$ cat src/rtl/fetch_cache_ctrl.sv
// fetch_cache_ctrl: serves cached-miss line refills and uncached single-word
// fetches for the fetch sequencer. Each request becomes one burst read on the
// memory port. Completion is reported with a one-cycle pulse, and that pulse
// is withheld if the requester dropped its request while the burst was running.
module fetch_cache_ctrl #(
  parameter int LINE_WORDS = 8
) (
  input  logic        clk,
  input  logic        resetn,
  input  logic        req_miss,
  input  logic        req_uncached,
  input  logic [31:0] req_paddr,
  input  logic        req_hit,
  output logic        mem_arvalid,
  output logic [31:0] mem_araddr,
  output logic [7:0]  mem_arlen,
  input  logic        mem_arready,
  input  logic        mem_rvalid,
  input  logic [31:0] mem_rdata,
  output logic        mem_rready,
  output logic        refill_wen,
  output logic [31:0] refill_addr,
  output logic [31:0] refill_data,
  output logic        refill_inv,
  output logic        refill_commit,
  output logic        refilled_hit,
  output logic        uncached_done,
  output logic [31:0] uncached_data
);

  localparam int CNT_W = (LINE_WORDS > 1) ? $clog2(LINE_WORDS) : 1;
  localparam int OFF_W = CNT_W + 2;
  localparam logic [31:0] LINE_MASK = ~((32'd1 << OFF_W) - 32'd1);
  localparam logic [CNT_W-1:0] LAST_CNT = CNT_W'(LINE_WORDS - 1);
  localparam logic [7:0] LINE_ARLEN = 8'(LINE_WORDS - 1);

  typedef enum logic [1:0] {IDLE, AR, RD, DONE} state_t;

  // Kind of the operation in flight: a full line refill or one uncached word.
  localparam logic KIND_LINE = 1'b0;
  localparam logic KIND_UNC  = 1'b1;

  state_t            state_reg;
  logic              kind_reg;
  logic [31:0]       base_reg;
  logic [CNT_W-1:0]  cnt_reg;
  logic              abort_reg;
  logic              arvalid_reg;
  logic [31:0]       araddr_reg;
  logic [7:0]        arlen_reg;
  logic              rready_reg;
  logic              inv_reg;
  logic              hit_reg;
  logic              done_reg;
  logic [31:0]       udata_reg;

  logic              beat;
  logic              last_beat;
  logic              req_dropped;
  logic              abort_next;

  // Beat qualification, last-beat detection and abort tracking for the active request.
  always_comb begin
    beat        = (state_reg == RD) && mem_rvalid;
    last_beat   = (kind_reg == KIND_UNC) || (cnt_reg == LAST_CNT);
    req_dropped = (kind_reg == KIND_UNC) ? !req_uncached : !req_miss;
    abort_next  = abort_reg || req_dropped;
  end

  // Cache array write port: driven in the same cycle as each line beat, and
  // carrying the line base during the invalidate pulse; zero otherwise.
  always_comb begin
    refill_wen    = beat && (kind_reg == KIND_LINE);
    refill_commit = refill_wen && last_beat;
    refill_inv    = inv_reg;
    refill_data   = 32'd0;
    refill_addr   = 32'd0;
    if (refill_wen) begin
      refill_addr = base_reg + {{(30 - CNT_W){1'b0}}, cnt_reg, 2'b00};
      refill_data = mem_rdata;
    end else if (inv_reg) begin
      refill_addr = base_reg;
    end
  end

  assign mem_arvalid   = arvalid_reg;
  assign mem_araddr    = araddr_reg;
  assign mem_arlen     = arlen_reg;
  assign mem_rready    = rready_reg;
  assign refilled_hit  = hit_reg;
  assign uncached_done = done_reg;
  assign uncached_data = udata_reg;

  // Request FSM: registered launch from IDLE, address phase, data drain, one-cycle completion.
  always_ff @(posedge clk) begin
    if (!resetn) begin
      state_reg   <= IDLE;
      kind_reg    <= KIND_LINE;
      base_reg    <= 32'd0;
      cnt_reg     <= '0;
      abort_reg   <= 1'b0;
      arvalid_reg <= 1'b0;
      araddr_reg  <= 32'd0;
      arlen_reg   <= 8'd0;
      rready_reg  <= 1'b0;
      inv_reg     <= 1'b0;
      hit_reg     <= 1'b0;
      done_reg    <= 1'b0;
      udata_reg   <= 32'd0;
    end else begin
      inv_reg  <= 1'b0;
      hit_reg  <= 1'b0;
      done_reg <= 1'b0;
      case (state_reg)
        IDLE: begin
          abort_reg <= 1'b0;
          if (req_uncached) begin
            kind_reg    <= KIND_UNC;
            base_reg    <= req_paddr & ~32'd3;
            araddr_reg  <= req_paddr & ~32'd3;
            arlen_reg   <= 8'd0;
            arvalid_reg <= 1'b1;
            state_reg   <= AR;
          end else if (req_miss && !req_hit) begin
            kind_reg    <= KIND_LINE;
            base_reg    <= req_paddr & LINE_MASK;
            araddr_reg  <= req_paddr & LINE_MASK;
            arlen_reg   <= LINE_ARLEN;
            arvalid_reg <= 1'b1;
            inv_reg     <= 1'b1;
            state_reg   <= AR;
          end
        end
        AR: begin
          abort_reg <= abort_next;
          if (mem_arready) begin
            arvalid_reg <= 1'b0;
            rready_reg  <= 1'b1;
            cnt_reg     <= '0;
            state_reg   <= RD;
          end
        end
        RD: begin
          abort_reg <= abort_next;
          if (mem_rvalid) begin
            cnt_reg <= cnt_reg + 1'b1;
            if (kind_reg == KIND_UNC) begin
              udata_reg <= mem_rdata;
            end
            if (last_beat) begin
              rready_reg <= 1'b0;
              state_reg  <= DONE;
              if (!abort_next) begin
                hit_reg  <= (kind_reg == KIND_LINE);
                done_reg <= (kind_reg == KIND_UNC);
              end
            end
          end
        end
        DONE: begin
          abort_reg <= 1'b0;
          state_reg <= IDLE;
        end
        default: state_reg <= IDLE;
      endcase
    end
  end

endmodule

$ cat config.mk
export PLATFORM = sky130hd
export DESIGN_NAME = fetch_cache_ctrl
export DESIGN_NICKNAME = d
export VERILOG_FILES = /design/src/rtl/fetch_cache_ctrl.sv
export SDC_FILE = /design/constraint.sdc
export NUM_CORES = 1
export LEC_CHECK = 0
export ABC_CLOCK_PERIOD_IN_PS = 2400
export CORE_MARGIN = 2
export CORE_UTILIZATION = 40
export DETAILED_ROUTE_END_ITERATION = 16
export PLACE_DENSITY = 0.81
export SYNTH_ARGS = -nofsm -noshare
export SYNTH_HDL_FRONTEND = slang
export SYNTH_SLANG_ARGS = --single-unit
$ cat constraint.sdc
create_clock -name clk -period 2.4 [get_ports clk]
set_input_delay 0.48 -clock clk [delete_from_list [all_inputs] [get_ports clk]]
set_output_delay 0.48 -clock clk [all_outputs]
set_load 0.1 [all_outputs]
Yosys cells after proc, flatten, opt, wreduce, memory -nomap -nowiden
Index checks and enable logic that the tools add are counted.
{ "classes": {"addsub": 2, "eq_ne": 8, "mux": 29, "n_bitwise": 6, "n_reduce_logical": 23} }
{ "op_table": {"columns": ["cell", "count"], "rows": [
  ["2-to-1 mux 32 bit", 5],
  ["adder 32 x 5 -> 32 bit", 1],
  ["2-to-1 mux 8 bit", 2],
  ["2-to-1 mux 1 bit", 10],
  ["2-to-1 mux 2 bit", 5],
  ["AND reduction 3 bit", 3],
  ["one-hot mux 2 bit (4 select lines)", 1],
  ["AND reduction 4 bit", 2],
  ["2-to-1 mux 3 bit", 2],
  ["inequality test 2 bit (second input constant)", 3],
  ["inverter 1 bit", 6],
  ["one-hot mux 1 bit (2 select lines)", 3],
  ["one-hot mux 3 bit (2 select lines)", 1],
  ["nonzero test 2 bit", 3],
  ["OR reduction 5 bit", 1],
  ["== test 2 bit (second input constant)", 2],
  ["logical AND 1 bit", 4],
  ["OR reduction 2 bit", 2],
  ["adder 3 x 1 -> 3 bit (second input constant)", 1],
  ["== test 3 bit (second input constant)", 1],
  ["zero test 1 bit", 3],
  ["inequality test 3 bit (second input constant)", 1],
  ["OR reduction 3 bit", 1],
  ["== test 2 x 1 -> 1 bit (second input constant)", 1],
  ["other kinds (3)", 4]
]} }
{ "totals": {"ff_bits": 84, "input_bits": 71, "wordCells": 80} }

Longest topological paths before layout
{ "depth": {"depth_word": 5, "depth_mapped": 9} }

Least setup slack after synthesis
Ideal clock, no wire load.
{ "synth_path": {"path_type": "flip-flop to output port", "from": "reg mem_araddr[2] (netlist name)", "to": "out refill_addr[6]", "arrival_time_ns": 4.723, "t_required_ns": 1.920, "slack_ns": -2.803, "stages_incl_launch_ff": 5, "path_cell_list": "dfxtp_1 > ha_1 > fa_1 > a21oi_2 > o41ai_1"} }
{ "synth_lines": {"columns": ["element", "line_no", "rtl"], "rows": [
  ["end: declaration", "22", "output logic [31:0] refill_addr,"]
]} }

Worst setup path in the final report
{ "layout_path": {"from": "reg cnt_reg[0]", "to": "out refill_addr[10]"} }
{ "layout_via": {"elab_chain_cells": 2} }
{ "layout_rtl": {"columns": ["element", "line_no", "rtl"], "rows": [
  ["start: declaration", "46", "logic [CNT_W-1:0] cnt_reg;"],
  ["start signal: assignment", "146", "cnt_reg <= cnt_reg + 1'b1;"],
  ["adder 32 x 5 -> 32 bit", "79", "refill_addr = base_reg + {{(30 - CNT_W){1'b0}}, cnt_reg, 2'b00};"],
  ["2-to-1 mux 32 bit", "78", "if (refill_wen) begin"]
]} }
No other way between the ends.

==> summary.txt <==
Run status
  • Outcome: complete, but fails checks
  • Violated checks: negative setup slack

Yosys
  • Prevailing post-synth register cell: dfxtp_1
  • Ys Warns: 0
  • Register bit count reported by yosys: 75
  • Syn Inst Count: 538
  • Mapped Avg Cell Area: 7.50 sq um
  • Library cells used by synthesis: 52
  • Ys async rst share: 0
  • Synthesized area: between 4000 and 5000 sq um
  • Sequential share of the synthesized area: 0.372
  • Post-synth EDFFs: 0

Routing
  • Met3 wire len: 1780 um
  • Length of the first detailed-routing pass in iterations: 4
  • DR top layer: met4
  • Drt wl/cell: between 15 and 20 um
  • Wl on met1: between 6000 and 7000 um
  • Drt drc: 0
  • Iter 0 DRT Violations: between 300 and 400
  • DRT antenna net count: 0
  • Total Wirelength: around 19,000 um
  • Via/cell ratio: around 5.6
  • DR vias: 5,257
  • DR WL met2: 9670 um

Worst setup path
  • Worst Path Required: 1.92 ns
  • Crit path DAT: 2.47 ns
  • Critical Path End Type: output port
  • Setup CP Type: flip-flop to output port
  • CP cell instances: ha_4 -> fa_2 -> a21oi_4 -> buf_4 -> buf_6 -> nor4b_4 -> o21ai_2 -> a22o_4 -> buf_12
  • CP max-delay cell: nor4b_4
  • Setup crit start kind: flip-flop
  • CP max FO: 3
  • Slowest Stage Delay on Critical Path: 0.42 ns

Place
  • IO Port Bufs: around 200
  • Area after DPL: ~7500 sq um
  • GP Congestion: 0.894
  • Dpl hpwl: 11,400 um

STA
  • Relative slew slack: 0.584
  • Fin. Hold Viols: 0
  • Final Cycle Share: 1.23
  • Final Critical Period: 2.95 ns
  • Unrepaired setup endpoints after global routing: true
  • Slew @ Worst Pin: 0.622 ns
  • Max-slew violation count: 0
  • Final setup fails: 61
  • Post-route setup slack: -0.555 ns
  • Fin Hold WS: 0.434 ns
  • Fmax: 338 MHz
  • Worst Skew: ~0.017 ns

Layout
  • Post-layout nets: 885
  • Synth-to-Final Area Change: 108%
  • Leading cell type in the layout, fill and taps excluded: nand2_1
  • Filler cells: 514
  • Final Cell Area: between 8000 and 9000 sq um
  • Multi-input logic area: between 3000 and 4000 sq um
  • Largest register FFs: 32
  • Share of layout cells above drive strength 1: 0.468
  • Seq. cell area: roughly 1600 sq um
  • Most frequent cells in the layout: nand2_1 (151), buf_4 (125), a21oi_1 (72), buf_12 (72), clkdlybuf4s50_1 (67)
  • Antenna fix cells: 0

Clock network
  • TritonCTS clock tree: yes
  • Clock-pin transition on the worst setup and hold timing paths: around 0.08 ns
  • Worst-Skew Late Latency: 0.37 ns
  • H-tree depth: 3
  • CTS sink cnt: 75
  • CTS buffer count: 9
  • CTS max path bufs: 2
  • Clock Tree Root: clkbuf_8

Pwr
  • Combinational Power Share: 0.619
  • Part of the power in registers: 0.249
  • Leak pwr: 3.51 nW
  • Sw frac: 0.531
  • Clock network power share: 0.132
  • NetSw: 0.00368 W
  • Maximum VDD drop: 0.548 mV
  • Internal power: approximately 0.0032 W
  • Power per Cell Area: roughly 830 nW/um^2

GRT
  • Total GRT Usage: 0.314
  • Number of global-route vias before repair: roughly 5,300
  • Initial antenna violation count: 0
  • First-pass GRT wire length: 27,500 um
  • GRT Residual Overflow: 0
  • Largest net degree at the start of global routing: 34

Floorplan
  • Die Ht: 104 um
  • CORE AREA: 9770 sq um
  • Initial cell density of the core: 0.413
  • DIE WIDTH: 104 um
  • # rows: 36
  • Total I/O pin count: 214
  • Full die area: 10,900 sq um

Worst hold path
  • Hold/Removal Path Class: flip-flop to flip-flop

Flow run
  • Max Cap Viol: 0
-- routing by layer --
layer	global-route usage	vias to the layer above
li1	-	2344
met1	0.345	2518
met2	0.561	333
met3	0.0915	62
met4	0.133	0
met5	0	-
-- repair_timing --
item / 4_1_cts / 5_1_grt
pin swaps: 48 / 12
setup buffers: 27 / 9
gates resized for setup: 86 / 26
cloned: 5 / 0
setup endpoints to repair: 64 / 63
hold buffers: 0 / 0
-- synth_stat cells, types with 3 or more instances --
library cell  number  area share
nand2_1          158        0.15
a21oi_1           75       0.093
dfxtp_1           75        0.37
and2_1            35       0.054
clkbuf_1          22       0.020
nand3_1           21       0.026
mux2i_1           17       0.042
buf_4             12       0.022
nand4_1           12       0.019
nor2_1            12       0.011
ha_1              10       0.031
buf_2              9       0.011
and3_1             8       0.012
o21ai_0            7      0.0087
inv_1              5      0.0047
nand2b_1           5      0.0078
nor4_1             4      0.0062
a21o_1             3      0.0056
a22o_1             3      0.0065
and4_1             3      0.0065
inv_2              3      0.0028
nor3_1             3      0.0037
o21ai_1            3      0.0037
-- area by class of cell --
class,instances,share of cell area
timing repair buffer,290,0.408
inverter,8,0.00448
sequential,75,0.188
multi-input combinational,419,0.360
clock inverter,4,0.00299
clock buffer,12,0.0173
tap,133,0.0199
-- critical path, delay by kind of cell (launching register included) --
| family | cells | cell delay [ns] |
|---|---|---|
| adder cells (fa/ha/maj) | 2 | 0.40 |
| AO/OA/AOI/OAI | 3 | 0.50 |
| flip-flops | 1 | 0.36 |
| buffers and inverters | 3 | 0.42 |
| AND/OR/NAND/NOR | 1 | 0.42 |
-- metrics by stage --
| stage | utilization | cells | total power, W | setup slack [ns] | TNS (ns) |
|---|---|---|---|---|---|
| 6_report | 0.858 | 941 | 0.00692 | -0.555 | -12.84 |
| 5_1_grt | 0.858 | 941 | 0.00714 | -0.595 | -15.73 |
| 4_1_cts | 0.845 | 936 | 0.00677 | -0.387 | -9.70 |
| 3_5_place_dp | 0.764 | 888 | 0.00552 | -0.757 | -18.41 |
| 3_3_place_gp | 0.764 | 888 | 0.00544 | -0.687 | -18.99 |
| 2_1_floorplan | - | 546 | 0.00434 | -1.03 | -9.70 |
-- worst paths after layout --
kind	from	endpoint	slack (ns)	depth (start not counted)
setup / recovery	cnt_reg[0]	refill_addr[10]	-0.55	9
hold / removal	abort_reg	uncached_done	0.43	1
setup reg to reg	state_reg[0]	mem_araddr[8]	0.17	11
hold reg to reg	abort_reg	uncached_done	0.43	1
-- power groups by stage --
stage / registers, W / clock network, W / logic [W]
after floorplan: 0.00272 / 0 / 0.00162
after global placement: 0.00170 / 0 / 0.00374
after detailed placement: 0.00172 / 0 / 0.00380
after CTS: 0.00170 / 0.000908 / 0.00416
after global routing: 0.00174 / 0.000964 / 0.00443
final: 0.00172 / 0.000912 / 0.00428
-- cells by family (layout without fill, tap and decap cells) --
group           after synthesis  count (layout)  share of synthesized area
fa+ha+maj                    11              11                     0.0360
compound gates              109             109                      0.156
buf+inv                      53             314                     0.0654
other cells                   1               9                   0.000930
flops                        75              75                      0.372
simple gates                270             271                      0.323
xor+xnor                      2               2                    0.00434
mux                          17              17                     0.0422
Note: power is estimated with default switching activity, not from simulation.
